--- src/rtl/serdes_frame_arbiter.sv ---
// ---------------------------------------------------------------------------
// serdes_frame_arbiter
//
// Purpose: round-robin arbiter that hands a shared load bus to one of four
// requesters. The granted requester fills an 8-word frame buffer and commits
// it. The buffer is then presented to a parallel-in serializer until the
// serializer reports completion.
//
// Ports:
//   CLK           rising-edge clock for all state
//   RESET         asynchronous, active-low reset
//   REQ[3:0]      per-requester frame request (level)
//   GNT[3:0]      one-hot grant, zero when the load bus is free
//   WR_EN         buffer word write strobe (honoured only while loading)
//   WR_ADDR[2:0]  buffer word index
//   WR_DATA[31:0] buffer word data
//   COMMIT        granted requester declares the frame complete
//   PAR_OUT1..8   buffer words, driven straight from the buffer registers
//   SER_READY     serializer READY
//   SER_COMPLETE  serializer COMPLETE (ignored outside SEND)
//   DONE          one-cycle pulse when a frame has been serialized
//   ERR           one-cycle pulse when the watchdog aborts a frame
//   OWNER[1:0]    index of the last granted requester
//   FRAME_CNT     count of DONE pulses, wraps at 16 bits
//
// Build option: define SERDES_ARB_WATCHDOG_EN to build the SEND watchdog.
// The watchdog aborts a frame after TIMEOUT_CYC cycles in SEND. Without the
// macro, ERR is tied low and SEND waits for SER_COMPLETE indefinitely.
// ---------------------------------------------------------------------------
module serdes_frame_arbiter #(
  parameter int TIMEOUT_CYC = 300
) (
  input  logic        CLK,
  input  logic        RESET,
  input  logic [3:0]  REQ,
  output logic [3:0]  GNT,
  input  logic        WR_EN,
  input  logic [2:0]  WR_ADDR,
  input  logic [31:0] WR_DATA,
  input  logic        COMMIT,
  output logic [31:0] PAR_OUT1,
  output logic [31:0] PAR_OUT2,
  output logic [31:0] PAR_OUT3,
  output logic [31:0] PAR_OUT4,
  output logic [31:0] PAR_OUT5,
  output logic [31:0] PAR_OUT6,
  output logic [31:0] PAR_OUT7,
  output logic [31:0] PAR_OUT8,
  output logic        SER_READY,
  input  logic        SER_COMPLETE,
  output logic        DONE,
  output logic        ERR,
  output logic [1:0]  OWNER,
  output logic [15:0] FRAME_CNT
);

  typedef enum logic [1:0] {ST_IDLE, ST_LOAD, ST_SEND, ST_FIN} state_t;

  state_t      state_reg, state_next;
  logic [3:0]  gnt_reg, gnt_next;
  logic [1:0]  owner_reg, owner_next;
  logic        ser_ready_reg, ser_ready_next;
  logic        done_reg, done_next;
  logic [15:0] frame_cnt_reg, frame_cnt_next;
  logic [1:0]  rr_winner;
  logic        wr_fire;

  // The watchdog compare is 9 bits wide, so only 257..511 is meaningful.
  if (TIMEOUT_CYC < 257 || TIMEOUT_CYC > 511) begin : g_bad_timeout
    $error("TIMEOUT_CYC must lie in 257..511");
  end

  // Writes land only while the owner is loading; the buffer is frozen
  // in every other state.
  assign wr_fire = (state_reg == ST_LOAD) && WR_EN;

  genvar gi;
  for (gi = 0; gi < 8; gi++) begin : g_word
    logic [31:0] word_reg;
    always_ff @(posedge CLK or negedge RESET) begin
      if (!RESET) begin
        word_reg <= '0;
      end else if (wr_fire && (WR_ADDR == 3'(gi))) begin
        word_reg <= WR_DATA;
      end
    end
  end

  assign PAR_OUT1 = g_word[0].word_reg;
  assign PAR_OUT2 = g_word[1].word_reg;
  assign PAR_OUT3 = g_word[2].word_reg;
  assign PAR_OUT4 = g_word[3].word_reg;
  assign PAR_OUT5 = g_word[4].word_reg;
  assign PAR_OUT6 = g_word[5].word_reg;
  assign PAR_OUT7 = g_word[6].word_reg;
  assign PAR_OUT8 = g_word[7].word_reg;

  // Round-robin search starting just after the last owner. OWNER resets
  // to 3, so the first search after reset starts at requester 0.
  always_comb begin
    logic [1:0] cand;
    logic       found;
    rr_winner = owner_reg + 2'd1;
    cand      = owner_reg;
    found     = 1'b0;
    for (int i = 1; i <= 4; i++) begin
      cand = owner_reg + 2'(i);
      if (!found && REQ[cand]) begin
        rr_winner = cand;
        found     = 1'b1;
      end
    end
  end

`ifdef SERDES_ARB_WATCHDOG_EN
  localparam logic [8:0] TIMEOUT_LIM = 9'(TIMEOUT_CYC);

  logic [8:0] wd_cnt_reg;
  logic       wd_expired;
  logic       err_reg, err_next;

  // In SEND cycle k the counter holds k-1, so expiry is flagged in cycle
  // TIMEOUT_CYC and ERR appears in cycle TIMEOUT_CYC+1.
  assign wd_expired = (wd_cnt_reg + 9'd1) == TIMEOUT_LIM;

  always_ff @(posedge CLK or negedge RESET) begin
    if (!RESET) begin
      wd_cnt_reg <= '0;
      err_reg    <= 1'b0;
    end else begin
      wd_cnt_reg <= (state_reg == ST_SEND) ? wd_cnt_reg + 9'd1 : 9'd0;
      err_reg    <= err_next;
    end
  end

  assign ERR = err_reg;
`else
  assign ERR = 1'b0;
`endif

  always_ff @(posedge CLK or negedge RESET) begin
    if (!RESET) begin
      state_reg     <= ST_IDLE;
      gnt_reg       <= '0;
      owner_reg     <= 2'd3;
      ser_ready_reg <= 1'b0;
      done_reg      <= 1'b0;
      frame_cnt_reg <= '0;
    end else begin
      state_reg     <= state_next;
      gnt_reg       <= gnt_next;
      owner_reg     <= owner_next;
      ser_ready_reg <= ser_ready_next;
      done_reg      <= done_next;
      frame_cnt_reg <= frame_cnt_next;
    end
  end

  always_comb begin
    state_next     = state_reg;
    gnt_next       = gnt_reg;
    owner_next     = owner_reg;
    ser_ready_next = ser_ready_reg;
    done_next      = 1'b0;
    frame_cnt_next = frame_cnt_reg;
`ifdef SERDES_ARB_WATCHDOG_EN
    err_next       = 1'b0;
`endif
    case (state_reg)
      ST_IDLE: begin
        if (|REQ) begin
          gnt_next   = 4'b0001 << rr_winner;
          owner_next = rr_winner;
          state_next = ST_LOAD;
        end
      end
      ST_LOAD: begin
        // A dropped request aborts the load even if COMMIT is also high.
        if (!REQ[owner_reg]) begin
          gnt_next   = '0;
          state_next = ST_IDLE;
        end else if (COMMIT) begin
          gnt_next       = '0;
          ser_ready_next = 1'b1;
          state_next     = ST_SEND;
        end
      end
      ST_SEND: begin
        if (SER_COMPLETE) begin
          ser_ready_next = 1'b0;
          done_next      = 1'b1;
          frame_cnt_next = frame_cnt_reg + 16'd1;
          state_next     = ST_FIN;
        end
`ifdef SERDES_ARB_WATCHDOG_EN
        else if (wd_expired) begin
          ser_ready_next = 1'b0;
          err_next       = 1'b1;
          state_next     = ST_FIN;
        end
`endif
      end
      ST_FIN: begin
        // One idle cycle with READY low lets the serializer self-clear.
        ser_ready_next = 1'b0;
        state_next     = ST_IDLE;
      end
      default: state_next = ST_IDLE;
    endcase
  end

  assign GNT       = gnt_reg;
  assign OWNER     = owner_reg;
  assign SER_READY = ser_ready_reg;
  assign DONE      = done_reg;
  assign FRAME_CNT = frame_cnt_reg;

endmodule

--- config.mk ---
export PLATFORM = sky130hd
export DESIGN_NAME = serdes_frame_arbiter
export DESIGN_NICKNAME = d
export VERILOG_FILES = /design/src/rtl/serdes_frame_arbiter.sv
export SDC_FILE = /design/constraint.sdc
export NUM_CORES = 1
export LEC_CHECK = 0
export CORE_MARGIN = 2
export CORE_UTILIZATION = 47
export DETAILED_ROUTE_END_ITERATION = 8
export PLACE_DENSITY = 0.79
export SLEW_MARGIN = 20
export SYNTH_ARGS = -nofsm -noshare
export SYNTH_HDL_FRONTEND = slang
export SYNTH_SLANG_ARGS = --single-unit
--- constraint.sdc ---
create_clock -name CLK -period 2.2 [get_ports CLK]
set_input_delay 0.55 -clock CLK [delete_from_list [all_inputs] [get_ports CLK]]
set_output_delay 0.55 -clock CLK [all_outputs]
set_load 0.03 [all_outputs]
==> results of run 1 <==
[final cells by class]
class                      count  area, µm²
fill                        1577       6950
clock buffer                  45        846
clock inverter                 6       57.6
sequential                   282       7060
inverter                       5       18.8
multi-input combinational    354       3620
timing repair buffer         363       3730
tap                          285        357
[synth_stat cells (2+ instances only)]
cell type  instances  area share, %
a221o_1            2           0.18
nand3_1            3           0.14
and3_1             2           0.12
nor2_1             8           0.28
nor3_1             5           0.23
dfstp_2            2           0.48
nand4_1            6           0.35
and2_1             2           0.12
o21bai_1           3           0.21
a21oi_1            4           0.18
xor2_1             8           0.65
nor2b_1            2           0.12
xnor2_1            8           0.65
mux2_1             2           0.21
o31ai_1            2           0.14
nand2b_1           4           0.23
dfrtp_1          280             65
nand2_1           12           0.42
nand3b_2           2           0.21
inv_1              5           0.17
mux2_2           255             26
o21ai_0            2          0.092
buf_2             17           0.78
nor4_1             2           0.12
nor3b_2            2           0.23
mux2i_1            2           0.18
buf_4             12           0.83
[where the power goes]
part           internal (µW)  switching, µW  leakage (µW)  total (µW)
sequential              7720           1410       0.00351        9130
clock                   2740           1930      0.000442        4670
combinational           6220           7670       0.00309       13900
total                  16700          11000       0.00705       27700
[per-stage QoR]
stage / setup WS [ps] / hold slack, ps / setup TNS (ps) / instances
3_5_place_dp: -153 / 461 / -15310 / 1288
2_1_floorplan: 241 / 254 / 0 / 671
4_1_cts: 5.81 / 494 / 0 / 1340
5_1_grt: 1.38 / 510 / 0 / 1340
6_report: 32.9 / 489 / 0 / 1340
3_3_place_gp: -83.6 / 466 / -10020 / 1288
[layer usage]
metal  wire, µm  up-vias  track usage [%]  part of all wire (%)
met3       1990       46             6.22                   7.0
met4        731        0             6.16                   2.6
li1           -     3124                -                     -
met1      11200     3572             29.3                    40
met2      14300      234             40.4                    51
met5          0        -                0                     0
[how the worst max path moves through the flow]
stage / to / slack, ps / cells past startpoint
global route: FRAME_CNT[7] / 1 / 1
floorplan: GNT[2] / 240 / 5
detailed placement: PAR_OUT4[18] / -150 / 5
global placement: PAR_OUT4[15] / -80 / 5
finish: PAR_OUT2[24] / 30 / 1
CTS: PAR_OUT4[18] / 6 / 1
[cell families after synthesis]
group | count (synthesis)
DFF | 282
muxes | 260
and+or+nand+nor | 56
buffers and inverters | 35
AOI/OAI and AO/OA | 20
xor gates and xnor gates | 16
adders and majority gates | 1
other | 1
[cell usage in the layout, fill, tap and decap left out, types with 2 or more instances in the layout]
| cell type | Yosys | routed |
|---|---|---|
| clkdlybuf4s50_1 | 0 | 300 |
| dfrtp_1 | 280 | 280 |
| mux2_2 | 255 | 255 |
| clkbuf_16 | 0 | 29 |
| buf_4 | 12 | 24 |
| buf_12 | 0 | 15 |
| dlygate4sd2_1 | 0 | 12 |
| nand2_1 | 12 | 11 |
| clkbuf_1 | 1 | 10 |
| dlymetal6s2s_1 | 0 | 9 |
| xor2_1 | 8 | 8 |
| xnor2_1 | 8 | 8 |
| nor2_1 | 8 | 7 |
| nand4_1 | 6 | 6 |
| clkbuf_8 | 0 | 6 |
| inv_1 | 5 | 5 |
| nor3_1 | 5 | 5 |
| a21oi_1 | 4 | 4 |
| clkinv_2 | 0 | 4 |
| o21bai_1 | 3 | 3 |
| nand2b_1 | 4 | 3 |
| nand3_1 | 3 | 3 |
| dfstp_2 | 2 | 2 |
| nand2_2 | 1 | 2 |
| mux2_1 | 2 | 2 |
| nor3b_4 | 0 | 2 |
| nor2b_1 | 2 | 2 |
| nor4_1 | 2 | 2 |
| and2_1 | 2 | 2 |
| a221o_1 | 2 | 2 |
| o21ai_0 | 2 | 2 |
| o31ai_1 | 2 | 2 |
| and3_1 | 2 | 2 |
| nand3b_2 | 2 | 2 |
| mux2i_1 | 2 | 2 |
[timing repair]
item,in CTS,in global routing
resized for setup,13,11
hold buffers,1,0
endpoints found under the setup margin,13,10
endpoints found under the hold margin,34,0
pin swaps,0,0
==> results.ini, run 1 <==
[yosys]
synth_edf_count=0
syn-num-nets=716
synth-compound-area-share_pct=1.33
synthFlopType=dfrtp_1
ys_warn_count=0
synthXorXnorAreaFrac_pct=1.29
muxShareOfSynthArea_pct=27.1
ys_types=44
async_reset_ff_share_pct=100
synth_seq_area_share_pct=65.1
synthesis.area_um2=10900
synth-simple-area-share_pct=3.30
yosys_register_bits=282
synth_fa_ha_area_share_pct=0.115
syn_area_per_cell_um2=16.2
syn_inst=671
synth_top_family_by_area=multiplexers

[setup_path]
r2r-start=OWNER[0]
crit_family=buffers and inverters
r2r_end=GNT[2]
ff2ff_setup_slack_ps=310
required_ps=1650
crit_chain=clkdlybuf4s50_1
cp_max_fo=2
path_buf_inv=1
worstPathArrival_ps=1620
start_kind=flip-flop
crit_slowest_cell=clkdlybuf4s50_1
slowest_delay_ps=720
endpoint_kind=primary output
crit_type=flip-flop to primary output
cp-startpoint=PAR_OUT2[24]
reg2reg_depth=4

[place]
gp_congestion=0.837
portBuffers=323
placed_cell_area_um2=14800
post-dp-hpwl_um=19800

[cts]
cts_sinks=282
clkTransAtPathRegs_ps=60
numCtsBuffers=29
cts_tree=yes
h-tree-depth=1
root_buffer=clkbuf_16
clk-insertion-delay-late_ps=530
clk_path_buf_depth=3
postCtsSetupRepairBufs=0

[grt]
grt_max_degree=58
antenna_found_initial=0
grt_pass1_wl_um=43700
grt_pass1_vias=7298
groute.usage.overall_pct=23.4
gr-total-overflow=0

[timing]
fin_crit_sh_pct=98.5
fmax_mhz=461
period_needed_ps=2170
rsz0062_at_grt=no
finalHoldViolCount=0
skew_ps=8.44
drv_slew=0
finalSetupViolCount=0

[min_path]
hold_depth=1
hp-start=PAR_OUT4[31]
min_path_type=flip-flop to flip-flop
hold_path_end=PAR_OUT4[31]

[die]
std_cell_rows=55
die_w_um=156
fp.dieH_um=156
die_area_um2=24300
start_util_pct=47.9
coreArea_um2=22600
ios=325

[layout]
nNetsFinal=1080
synthToLayoutAreaGrowth_pct=44.6
fin_area_um2=15700
drive_above_1_share_pct=33.3
finish.utilization_pct=69.3
num_antenna_cells=0

[detailed_routing]
dr_total_vias=6976
wl_per_cell_um=21.1
finalWirelength_um=28300
antenna_left=0
vias_per_cell=5.21
firstDrtPassIters=4
drt_iter0_drc=215
route.detailed.drc=0

[power_and_ir_drop]
p_per_area_nw_per_um2=1760
power_uw=27700
p_leak_uw=0.00705
ir_drop_mv=1.11

[flow_run]
cap_violations=0

[run_status]
outcome=finished, final reports clean

Power figures use the tool's default switching activity.
==> run 2: changes to the inputs <==
CORE_UTILIZATION = 39   (was 47)
PLACE_DENSITY = 0.67   (was 0.79)
==> run 2 against run 1 <==
Largest cell class unchanged. Final area up 1.4%. Register-to-register slack about the same. Hold slack worse by 4.0 ps.
==> results.ini, run 2 (synthesis gave the netlist of run 1 again) <==
[timing]
fin_crit_sh_pct=97.8
rsz0062_at_grt=no
finalHoldViolCount=0
whs_ps=485
max_slew_margin_pct=61.2
finalSetupViolCount=0
period_needed_ps=2150
drv_slew=0
fmax_mhz=465
tightest_slew_ps=583
skew_ps=7.56

[flow_run]
cap_violations=0

[grt]
antenna_found_initial=1
use_met1_pct=24.7
grt_use_met2_pct=33.7
grt_max_degree=54
busiest_layer=met2
use_met3_pct=5.64
gr-total-overflow=0
grt_pass1_vias=7333
grt_pass1_wl_um=44100
groute.usage.overall_pct=19.6

[layout]
fin_cells=1439
drive_above_1_share_pct=33.5
nFillCells=2240
finish.utilization_pct=57.7
layout_common_cells=280 x dfrtp_1, 275 x clkdlybuf4s50_1, 255 x mux2_2
nNetsFinal=1082
synthToLayoutAreaGrowth_pct=46.6
final_common_cell=dfrtp_1

[min_path]
hold_path_end=FRAME_CNT[15]
hold_depth=1
hp-start=FRAME_CNT[15]
min_path_type=flip-flop to flip-flop

[power_and_ir_drop]
p_sw_uw=11000
netSwitchingFraction_pct=39.6
ir_drop_mv=1.07
combPwrFrac_pct=49.7
p_leak_uw=0.00736
p_clk_share_pct=17.7
p_per_area_nw_per_um2=1750
seq_power_share_pct=32.7
internal_power_uw=16800

[setup_path]
slowest_delay_ps=720
start_kind=flip-flop
required_ps=1650
r2r_end=GNT[3]
path_buf_inv=1
cp_max_fo=2
reg2reg_depth=4
crit_family=buffers and inverters
ff2ff_setup_slack_ps=300
crit_type=flip-flop to primary output
crit_slowest_cell=clkdlybuf4s50_1
crit_chain=clkdlybuf4s50_1
endpoint_kind=primary output
r2r-start=OWNER[0]
worstPathArrival_ps=1600

[die]
die_w_um=171
coreArea_um2=27600
start_util_pct=39.4
ios=325
die_area_um2=29200
fp.dieH_um=171
std_cell_rows=61

[place]
post-dp-hpwl_um=20000
gp_congestion=0.771
portBuffers=323
place_inst=1382

[detailed_routing]
antenna_left=0
wl_per_cell_um=20.0
route.detailed.drc=0
vias_per_cell=4.78
drt_iter0_drc=252
firstDrtPassIters=4
dr_total_vias=6879
finalWirelength_um=28700

[cts]
clk_path_buf_depth=3
cts_sinks=282
clkTransAtPathRegs_ps=60
clk-insertion-delay-late_ps=540
h-tree-depth=1
numCtsBuffers=30
cts_tree=yes
root_buffer=clkbuf_16

[run_status]
outcome=finished, final reports clean

## run 2: changes by cell type in the layout (fill, tap and decap cells not counted), moves of 2 or more
cell             before  now
buf_4                24   26
clkbuf_16            29   31
clkdlybuf4s50_1     300  275
clkinv_2              4    6
dlygate4sd2_1        12   15
dlymetal6s2s_1        9   31
## run 2: worst max-delay path by stage
stage                     slack, ps             to           from  depth (start not counted)
after floorplan                 240         GNT[2]       OWNER[0]                          5
after global placement         -100   PAR_OUT7[22]          WR_EN                          5
after detailed placement       -140   PAR_OUT7[31]          WR_EN                          5
after CTS                       0.4    PAR_OUT6[5]    PAR_OUT6[5]                          1
after global routing            0.2  FRAME_CNT[14]  FRAME_CNT[14]                          1
final                            50   PAR_OUT2[18]   PAR_OUT2[18]                          1
## run 2: final cells by class
class	instances	area, µm²	share of cell area (%)
clock inverters	7	60.1	0.377
repair buffers	364	3780	23.7
inverters	5	18.8	0.118
diodes	1	2.50	0.0157
multi-input cells	354	3620	22.8
well taps	378	473	2.97
flip-flops and latches	282	7060	44.4
clock buffers	48	900	5.65
## run 2: routing by layer
| layer | part of all wire (%) | vias to the layer above |
|---|---|---|
| met5 | 0 | - |
| met4 | 1.9 | 0 |
| met3 | 7.5 | 35 |
| met2 | 49 | 213 |
| met1 | 41 | 3509 |
| li1 | - | 3122 |
## run 2: through the flow
stage	setup TNS, ps	setup slack (ps)	cell area [µm²]	total power (µW)
2_1_floorplan	0	241	10900	16700
3_3_place_gp	-12640	-98.8	14900	23000
3_5_place_dp	-18810	-139	14900	23200
4_1_cts	0	0.397	15800	28200
5_1_grt	0	0.198	15900	29100
6_report	0	48.5	15900	27800
## run 2: power groups by stage
stage	Sequential [µW]	Clock, µW	Combinational, µW
finish	9090	4910	13800
global route	9420	5230	14400
CTS	9110	5040	14000
detailed placement	9160	0	14000
global placement	9060	0	13900
floorplan	14000	0	2670
## run 2: repair_timing
item                                    4_1_cts  5_1_grt
hold buffers                                  1        0
hold endpoints to repair                     42        0
endpoints found under the setup margin       16       32
gates resized for setup                      16       33
buffers inserted                              0        0
==> run 3: changes to the inputs <==
CTS_CLUSTER_SIZE = 14   (was unset)
RECOVER_POWER = 25   (was unset)
==> run 3 against run 2 <==
Non-clock buffer count stayed put. Register-to-register slack hardly changed. Critical path type unchanged. Hold slack worse by 1.5 ps. Setup slack better by 2.3 ps. Critical endpoint unchanged. Largest cell class unchanged. Critical path depth stayed put. Largest power group unchanged. Clock power is 1% higher. Via count is 0.10% higher.
==> results.ini, run 3 (synthesis gave the netlist of run 1 again) <==
[grt]
groute.usage.overall_pct=19.6
grt_pass1_vias=7326
gr-total-overflow=0
grt_max_degree=54
antenna_found_initial=1
grt_pass1_wl_um=44000

[min_path]
min_path_type=flip-flop to flip-flop

[place]
portBuffers=323
post-dp-hpwl_um=20000
gp_congestion=0.771
place_inst=1382

[timing]
finalHoldViolCount=0
tightest_slew_ps=979
max_slew_margin_pct=34.7
skew_ps=10.4
rsz0062_at_grt=no
period_needed_ps=2150
finalSetupViolCount=0
fin_crit_sh_pct=97.7
fmax_mhz=465
drv_slew=0

[detailed_routing]
antenna_left=0
finalWirelength_um=28700
vias_per_cell=4.79
route.detailed.drc=0
firstDrtPassIters=4
dr_total_vias=6886
wl_per_cell_um=20.0
drt_iter0_drc=266

[cts]
clk_path_buf_depth=3
root_buffer=clkbuf_16
postCtsSetupRepairBufs=0
numCtsBuffers=30
h-tree-depth=1
clk-insertion-delay-late_ps=540
cts_sinks=282
cts_tree=yes
clkTransAtPathRegs_ps=60

[setup_path]
crit_chain=clkdlybuf4s50_1
slowest_delay_ps=710
endpoint_kind=primary output
crit_family=buffers and inverters
crit_slowest_cell=clkdlybuf4s50_1
required_ps=1650
path_buf_inv=1
cp_max_fo=2
crit_type=flip-flop to primary output
worstPathArrival_ps=1600
ff2ff_setup_slack_ps=290
start_kind=flip-flop

[layout]
nNetsFinal=1082
final_common_cell=dfrtp_1
fin_cells=1439
drive_above_1_share_pct=33.6
synthToLayoutAreaGrowth_pct=46.4
nFillCells=2248
layout_common_cells=280 x dfrtp_1, 272 x clkdlybuf4s50_1, 255 x mux2_2

[power_and_ir_drop]
power_uw=27800
p_per_area_nw_per_um2=1750
netSwitchingFraction_pct=39.6
ir_drop_mv=1.07
combPwrFrac_pct=49.5
seq_power_share_pct=32.6
p_sw_uw=11000
p_clk_share_pct=17.9
internal_power_uw=16800
p_leak_uw=0.00739

[flow_run]
cap_violations=0

[run_status]
outcome=finished, final reports clean

[die]
ios=325
start_util_pct=39.4
die_area_um2=29200
std_cell_rows=61
coreArea_um2=27600
die_w_um=171
fp.dieH_um=171

run 3: changes by cell type in the layout (fill, tap and decap cells not counted), sizes merged:
| cell | previous run | this run |
|---|---|---|
| clkbuf | 49 | 52 |
| clkinv | 6 | 8 |
| clkdlybuf4s50 | 275 | 272 |
| clkinvlp | 0 | 1 |
| buf | 41 | 35 |
| dlymetal6s2s | 31 | 34 |
run 3: timing repair:
| action | in CTS | in global routing |
|---|---|---|
| hold endpoints to repair | 42 | 0 |
| gates resized for setup | 16 | 36 |
| endpoints found under the setup margin | 16 | 35 |
| cloned | 0 | 0 |
| hold buffers | 1 | 0 |
run 3: final cells by class:
type / count / area [µm²] / share of cell area [%]
inverters: 5 / 18.8 / 0.118
multi-input cells: 354 / 3620 / 22.8
flip-flops and latches: 282 / 7060 / 44.4
diodes: 1 / 2.50 / 0.0158
repair buffers: 364 / 3730 / 23.5
clock buffers: 45 / 908 / 5.72
clock inverters: 10 / 77.6 / 0.488
well taps: 378 / 473 / 2.98
run 3: per-stage QoR:
step	setup slack (ps)	hold slack, ps	TNS, ps	utilization, %	area [µm²]
after floorplan	241	254	0	-	10900
after global routing	0.466	492	0	57.7	15900
final	50.8	483	0	57.7	15900
after global placement	-98.8	469	-12640	54.0	14900
after detailed placement	-139	476	-18810	54.0	14900
after CTS	0.939	484	0	57.6	15900
run 3: routing by layer:
metal	part of all wire (%)	wire length, µm	up-vias	global-route usage [%]
met5	0	0	-	0
met4	1.8	507	0	4.35
met3	7.5	2140	36	5.51
met2	49	14200	213	33.8
met1	41	11900	3520	24.5
li1	-	-	3117	-
run 3: final timing paths:
check / start / to / depth (start not counted)
worst max-delay path: PAR_OUT2[18] / PAR_OUT2[18] / 1
worst min-delay path: FRAME_CNT[15] / FRAME_CNT[15] / 1
worst max register to register: OWNER[0] / GNT[1] / 4
worst min register to register: FRAME_CNT[15] / FRAME_CNT[15] / 1
max in group asynchronous: RESET / PAR_OUT4[23] / 3
min in group asynchronous: RESET / PAR_OUT2[10] / 2
run 3: power by group through the flow:
stage / combinational [µW] / clock (µW) / sequential, µW
after floorplan: 2670 / 0 / 14000
after detailed placement: 14000 / 0 / 9160
final: 13800 / 4980 / 9090
after global routing: 14400 / 5310 / 9410
after CTS: 14000 / 5120 / 9110
after global placement: 13900 / 0 / 9060
